File: src/rtl/io_out_port_fifo_pkg.sv
// Shared constants and control bundle for the OUT-port FIFO.
// Word width, storage depth and pointer width match the core Out bus.
package io_out_port_fifo_pkg;

  localparam int IO_DATA_W     = 16;
  localparam int IO_FIFO_DEPTH = 4;
  localparam int IO_FIFO_AW    = 2;

  // Per-edge decisions, mutually exclusive where used in a decoder:
  // rd/byp/idle select what the output register does this edge.
  typedef struct packed {
    logic rd;
    logic byp;
    logic idle;
    logic wr;
    logic drop;
  } fifo_ctl_t;

endpackage

File: src/rtl/io_fifo_ram.sv
// DEPTH x DATA_W register file: synchronous write, asynchronous read.
// Ports: Clk, we_i/waddr_i/wdata_i write side, raddr_i/rdata_o read side.
module io_fifo_ram
  import io_out_port_fifo_pkg::*;
#(
  parameter int DATA_W = IO_DATA_W,
  parameter int DEPTH  = IO_FIFO_DEPTH,
  parameter int ADDR_W = IO_FIFO_AW
) (
  input  logic              Clk,
  input  logic              we_i,
  input  logic [ADDR_W-1:0] waddr_i,
  input  logic [DATA_W-1:0] wdata_i,
  input  logic [ADDR_W-1:0] raddr_i,
  output logic [DATA_W-1:0] rdata_o
);

  logic [DATA_W-1:0] mem_q [DEPTH];

  always_ff @(posedge Clk) begin
    if (we_i) begin
      mem_q[waddr_i] <= wdata_i;
    end
  end

  assign rdata_o = mem_q[raddr_i];

endmodule

File: src/rtl/io_out_port_fifo.sv
// Buffers core OUT words and drains them to a device over valid/ready.
// Ports: Clk, Rst (async, low), OutData/OutWe/Full/Overflow/OvfClr core
// side, DevData/DevValid/DevReady device side, Count words held.
module io_out_port_fifo
  import io_out_port_fifo_pkg::*;
#(
  parameter int DATA_W = IO_DATA_W,
  parameter int DEPTH  = IO_FIFO_DEPTH,
  parameter int ADDR_W = IO_FIFO_AW
) (
  input  logic              Clk,
  input  logic              Rst,
  input  logic [DATA_W-1:0] OutData,
  input  logic              OutWe,
  output logic              Full,
  output logic              Overflow,
  input  logic              OvfClr,
  output logic [DATA_W-1:0] DevData,
  output logic              DevValid,
  input  logic              DevReady,
  output logic [ADDR_W:0]   Count
);

  localparam logic [ADDR_W:0] CntFull = (ADDR_W+1)'(DEPTH);

  logic [ADDR_W-1:0] wptr_q, wptr_d;
  logic [ADDR_W-1:0] rptr_q, rptr_d;
  logic [ADDR_W:0]   cnt_q, cnt_d;
  logic              vld_q, vld_d;
  logic [DATA_W-1:0] dat_q, dat_d;
  logic              ovf_q, ovf_d;

  logic [DATA_W-1:0] rdata;
  logic              empty;
  logic              full;
  logic              free;
  fifo_ctl_t         ctl;

  io_fifo_ram #(
    .DATA_W (DATA_W),
    .DEPTH  (DEPTH),
    .ADDR_W (ADDR_W)
  ) u_ram (
    .Clk     (Clk),
    .we_i    (ctl.wr),
    .waddr_i (wptr_q),
    .wdata_i (OutData),
    .raddr_i (rptr_q),
    .rdata_o (rdata)
  );

  assign empty = (cnt_q == '0);
  assign full  = (cnt_q == CntFull);

  // Output register can take a new word if empty or being accepted now.
  assign free = !vld_q | DevReady;

  always_comb begin
    ctl      = '0;
    ctl.rd   = !empty & free;
    ctl.byp  = empty & free & OutWe;
    ctl.idle = free & !ctl.rd & !ctl.byp;
    // A write while full is dropped even if a drain frees a slot.
    ctl.wr   = OutWe & !full & !ctl.byp;
    ctl.drop = OutWe & full;
  end

  always_comb begin
    vld_d  = vld_q;
    dat_d  = dat_q;
    rptr_d = rptr_q;
    wptr_d = wptr_q;
    cnt_d  = cnt_q;
    ovf_d  = ovf_q;

    unique case (1'b1)
      ctl.rd: begin
        vld_d  = 1'b1;
        dat_d  = rdata;
        rptr_d = rptr_q + 1'b1;
      end
      ctl.byp: begin
        vld_d = 1'b1;
        dat_d = OutData;
      end
      ctl.idle: begin
        vld_d = 1'b0;
      end
      default: begin
      end
    endcase

    if (ctl.wr) begin
      wptr_d = wptr_q + 1'b1;
    end

    unique case ({ctl.wr, ctl.rd})
      2'b10:   cnt_d = cnt_q + 1'b1;
      2'b01:   cnt_d = cnt_q - 1'b1;
      default: cnt_d = cnt_q;
    endcase

    // Set beats clear on the same edge.
    if (ctl.drop) begin
      ovf_d = 1'b1;
    end else if (OvfClr) begin
      ovf_d = 1'b0;
    end
  end

  always_ff @(posedge Clk or negedge Rst) begin
    if (!Rst) begin
      wptr_q <= '0;
      rptr_q <= '0;
      cnt_q  <= '0;
      vld_q  <= 1'b0;
      dat_q  <= '0;
      ovf_q  <= 1'b0;
    end else begin
      wptr_q <= wptr_d;
      rptr_q <= rptr_d;
      cnt_q  <= cnt_d;
      vld_q  <= vld_d;
      dat_q  <= dat_d;
      ovf_q  <= ovf_d;
    end
  end

  assign Full     = full;
  assign Overflow = ovf_q;
  assign DevData  = dat_q;
  assign DevValid = vld_q;
  assign Count    = cnt_q + {{ADDR_W{1'b0}}, vld_q};

endmodule

File: config.mk
export PLATFORM = sky130hd
export DESIGN_NAME = io_out_port_fifo
export DESIGN_NICKNAME = d
export VERILOG_FILES = /design/src/rtl/io_out_port_fifo_pkg.sv /design/src/rtl/io_fifo_ram.sv /design/src/rtl/io_out_port_fifo.sv
export SDC_FILE = /design/constraint.sdc
export NUM_CORES = 1
export LEC_CHECK = 0
export CORE_MARGIN = 2
export CORE_UTILIZATION = 25
export CTS_BUF_LIST = sky130_fd_sc_hd__clkbuf_2 sky130_fd_sc_hd__clkbuf_4 sky130_fd_sc_hd__clkbuf_8
export DETAILED_ROUTE_END_ITERATION = 16
export GPL_ROUTABILITY_DRIVEN = 0
export PLACE_DENSITY_LB_ADDON = 0.12
export SLEW_MARGIN = 25
export SYNTH_ARGS = -nofsm -noshare
export SYNTH_HDL_FRONTEND = slang
export SYNTH_SLANG_ARGS = --single-unit
File: constraint.sdc
create_clock -name Clk -period 3.2 [get_ports Clk]
set_input_delay 0.64 -clock Clk [delete_from_list [all_inputs] [get_ports Clk]]
set_output_delay 0.64 -clock Clk [all_outputs]
set_load 0.02 [all_outputs]
# After elaboration in Yosys (flattened, before gate mapping)

Memory sizes are Yosys's and may differ from the RTL's.
Cells that the tools add are included.
W data, S select, Z words.

RAM bits: 64
Output and inout bits: 22
Flip-flop bits (word level): 25
Logic and storage cells: 42
Input port bits: 21
Memories: 1

Multiplexer cells: 7
Bitwise operators: 9
Eq/ne operators: 3
$add $sub $neg: 5
Reductions and logical operators: 11

Memory list:

| memory      | depth | width | rd ports | clocked after Yosys merged registers in | write ports | line              | source |
|---|---|---|---|---|---|---|---|
| u_ram.mem_q | 4     | 16    | 1        | 0                                       | 1           | io_fifo_ram.sv:18 | `logic [DATA_W-1:0] mem_q [DEPTH];` |

Operator list:

| operator              | count |
|---|---|
| $pmux W16 S2          | 1 |
| $and A1 B1 Y1         | 8 |
| $reduce_bool A2 Y1    | 4 |
| $pmux W3 S2           | 1 |
| $logic_not A1 Y1      | 5 |
| $add A2 B1 Y2 const B | 2 |
| $mux W1               | 4 |
| $add A3 B1 Y3         | 1 |
| $add A3 B1 Y3 const B | 1 |
| $eq A3 B3 Y1 const B  | 1 |
| $logic_not A3 Y1      | 1 |
| $sub A3 B1 Y3 const B | 1 |
| $eq A2 B1 Y1 const B  | 1 |
| $eq A2 B2 Y1 const B  | 1 |
| $pmux W1 S2           | 1 |
| $reduce_or A2 Y1      | 1 |
| $or A1 B1 Y1          | 1 |

# Depth between registers and ports, before layout

Depth in word-level cells: 8
Mapped depth: 8
Gate-level depth less buffers: 8

# Modules after synthesis

From an unflattened synthesis, not the netlist that was laid out.

Cell total of the unflattened synthesis: 179
Area, all modules: 3573.4 µm²

By module, submodules not included:

| module           | times used | area each (µm²) | sequential area each (µm²) | cells each |
|---|---|---|---|---|
| io_fifo_ram      | 1          | 2377.3          | 1921.8                     | 88 |
| io_out_port_fifo | 1          | 1196.1          | 625.6                      | 91 |

# Worst setup path before layout

Ideal clock, no wire load.

Path kind: register to register
Start: register cnt_q[0]
End: register cnt_q[2]
Data arrival time: 2.034 ns
Required time: 3.070 ns
Setup time: 0.130 ns
Buffers on the path: 1
Cell stages (with the launch flop): 9
Setup slack: 1.036 ns
Clock period less this slack: 2.164 ns
Path through: dfrtp_1 -> nor3_4 -> clkbuf_1 -> nor2_1 -> ha_1 -> fa_1 -> xnor2_1 -> nor2_1 -> xor2_1

RTL lines:

| element                  | line                    | source |
|---|---|---|
| start: declaration       | io_out_port_fifo.sv:28  | `logic [ADDR_W:0] cnt_q, cnt_d;` |
| start signal: assignment | io_out_port_fifo.sv:122 | `cnt_q <= cnt_d;` |

# Final worst setup path

Start: register cnt_q[0]
End: output port Count[2]

Cells in the longest elaborated chain, start to end: 1

RTL lines:

| element          | line                    | source |
|---|---|---|
| $add A3 B1 Y3    | io_out_port_fifo.sv:133 | `assign Count = cnt_q + {{ADDR_W{1'b0}}, vld_q};` |
| end: declaration | io_out_port_fifo.sv:21  | `output logic [ADDR_W:0] Count` |

Every way passes these cells.

==> results by group <==
Timing
  – Fin crit share: 84.38%
  – Setup violations, final: 0
  – Min cycle time layout: 2.700 ns
  – Fin Clk Skew: 0.007430 ns
  – RSZ-0062 raised after global routing: false
  – FMAX: 0.3704 GHz
  – Slew margin rel.: 40.43%
  – Pins over their slew limit: 0
  – Setup TNS: 0 ns
  – Worst Tran Pin Value: 0.8936 ns
  – Hold Fails Final Rpt: 0

Power
  – Switching Share: 31.69%
  – Post-route total power: 4.076 mW
  – Clock group share of total power: 20.0%
  – P_int: 2.784 mW
  – Peak supply drop: 0.3026 mV
  – Switching pwr: 1.292 mW
  – Seq pwr share: 43.6%
  – Combinational power share: 36.4%
  – PD cells: 909.4 nW/um^2
  – Pleak: 1.557 nW

Drt
  – Drt drc: 0
  – Vias per cell: 4.440
  – DRT Wirelength: 8.187 mm
  – Antenna viol nets, final: 0
  – Initial DRC count: 91
  – Vias: 1887
  – Drt wl/cell: 19.26 um
  – Pre-Repair DR Iteration Count: 5

Floorplan
  – Die Ht: 124.1 um
  – FP Rows: 43
  – Num ports: 43
  – Die Width: 124.1 um
  – Initial Utilization: 25.76%
  – Core area: 13990 um^2
  – Die Area: 15390 um^2

Finish
  – Layout Nets: 269
  – P&R area growth vs syn: 24.38%
  – Layout cells sized above 1: 20.82%
  – Final Instance Area: 4482 um^2
  – Ant. Diodes: 0
  – Final std cells w/o fill: 425

Clock tree
  – Setup repair bufs after CTS: 0
  – Hold buffer count at CTS: 0
  – Clock root buffer: clkbuf_8
  – H-tree depth: 3
  – Skew-Pair Late Insertion Delay: 0.37 ns
  – Reg clk slew, reported paths: 0.08 ns
  – Post-CTS Resized: 0
  – Bufs on Longest Clock Path: 2
  – Num CTS Buffers: 9
  – Clock sink count: 89
  – CTS tree: done

Yosys
  – Synth Net Count: 214
  – Sequential area share after synthesis: 70.69%
  – Synth area leaders: edfxtp_1, dfrtp_1, mux4_1
  – Flops & latches, synth: 89
  – Syn Area/Cell: 19.48 um^2
  – Cells after Synth: 185
  – Synthesized cell area: 3603 um^2
  – Yosys top cell by area: edfxtp_1
  – Synth cell types: 28
  – Post-synth top area share: 53.33%
  – Count of yosys warnings during synthesis: 0

Setup path
  – Crit end category: primary output
  – CP max FO: 7
  – CP Launch Type: register
  – Reg-to-reg slack, setup: 0.97 ns
  – Crit path DAT: 2.06 ns
  – CP Class: reg2out
  – Worst Path Required: 2.56 ns

Place
  – Port bufs: 42
  – Placed cell area: 4272 um^2
  – Placed cell count: 409
  – Final HPWL DP: 4.815 mm

Global routing
  – First-pass GRT wire length: 12.45 mm
  – Grt total ovfl: 0
  – Initial antenna violation count: 0
  – Vias in the first global route: 1986
  – Total track usage: 11.68%
  – Pin count of the biggest net entering global routing: 26

Worst hold path
  – Worst Hold Class: reg2reg

Run status
  – Outcome: complete, no violations

Flow run
  – MaxCap Viol Count: 0
==> synthesized netlist by cell type, drive strengths merged <==
| library cell | instances |
|---|---|
| nand2b | 1 |
| ha | 7 |
| nor2b | 1 |
| edfxtp | 64 |
| nor3b | 3 |
| buf | 4 |
| xor2 | 4 |
| xnor2 | 3 |
| o31a | 1 |
| and2 | 4 |
| nand3b | 1 |
| inv | 4 |
| nor4 | 1 |
| o221a | 16 |
| dfrtp | 25 |
| fa | 1 |
| nand2 | 1 |
| or3 | 16 |
| mux4 | 16 |
| mux2 | 2 |
| o21ai | 1 |
| nor3 | 1 |
| clkbuf | 5 |
| nor2 | 3 |
==> final cells by class <==
| class | count | area [um^2] |
|---|---|---|
| clock inverter | 3 | 37.54 |
| multi-input combinational | 83 | 980.9 |
| inverter | 4 | 15.01 |
| clock buffer | 13 | 172.7 |
| tap | 180 | 225.2 |
| timing repair buffer | 53 | 503.0 |
| sequential | 89 | 2547 |
| fill | 1374 | 9507 |
==> metal layers <==
layer  wire, um  share of wire, %  global-route usage (%)
met5          0                 0                       0
met4        112               1.4                   3.792
met3        445               5.4                   4.212
met2       3707                45                   17.42
met1       3921                48                   15.83
==> path summary, 6_finish.rpt <==
kind | to | depth (start not counted) | from
max | Count[2] | 4 | cnt_q[0]$_DFFE_PN0P_
min in group asynchronous | DevData[3]$_DFFE_PN0P_ | 2 | Rst
max in group asynchronous | cnt_q[1]$_DFFE_PN0P_ | 2 | Rst
min reg2reg | Overflow$_DFFE_PN0P_ | 2 | Overflow$_DFFE_PN0P_
max reg2reg | cnt_q[2]$_DFFE_PN0P_ | 8 | cnt_q[0]$_DFFE_PN0P_
min | Overflow$_DFFE_PN0P_ | 2 | Overflow$_DFFE_PN0P_
==> kinds of logic after synthesis <==
logic type                 count (synthesis)  synth area share [%]
adders and majority gates                  8                 2.986
DFF                                       89                 70.69
and+or+nand+nor                           32                 5.695
buffers and inverters                     13                 2.083
AOI/OAI and AO/OA                         18                 5.382
xor gates and xnor gates                   7                 1.701
muxes                                     18                 11.46
==> layout by cell type (no fill, tap or decap) <==
cell type        instances
and2_1                   4
buf_4                   11
bufinv_16                1
clkbuf_4                 1
clkbuf_8                12
clkdlybuf4s50_1         42
clkinv_1                 2
dfrtp_1                 25
edfxtp_1                64
fa_1                     1
ha_1                     7
inv_1                    4
mux2_2                   2
mux4_1                   8
mux4_2                   8
nand2_1                  1
nand2b_1                 1
nand3b_1                 1
nor2_1                   3
nor2b_1                  1
nor3_4                   1
nor3b_1                  3
nor4_1                   1
o21ai_0                  1
o221a_1                  1
o221a_2                 15
o31a_1                   1
or3_1                   16
xnor2_1                  3
xor2_1                   4
==> stage by stage <==
stage / setup slack (ns) / hold slack [ns] / utilization (%)
floorplan: 1.036 / 0.3444 / -
global placement: 0.4983 / 0.5173 / 30.54
detailed placement: 0.4683 / 0.5232 / 30.54
CTS: 0.4504 / 0.5377 / 32.04
global route: 0.3222 / 0.5484 / 32.04
finish: 0.5000 / 0.5291 / 32.04
==> flip-flops by register name, indices dropped and copies added, names as in the netlist <==
signal       flops
wptr_q           2
rptr_q           2
DevValid         1
cnt_q            3
DevData         16
u_ram.mem_q     64
Overflow         1
==> power groups by stage <==
stage	logic (mW)	clock network, mW	registers (mW)
global route	1.63	0.898	1.82
CTS	1.53	0.848	1.79
global placement	1.52	0	1.81
detailed placement	1.52	0	1.81
finish	1.48	0.817	1.78
floorplan	0.877	0	1.85
==> worst max-delay path: stages, from the launching register on <==
cell	delay, ns
dfrtp_1	0.57
ha_1	0.23
ha_1	0.15
xor2_1	0.14
clkdlybuf4s50_1	0.61
No activity file was read; power rests on OpenSTA's default activity.
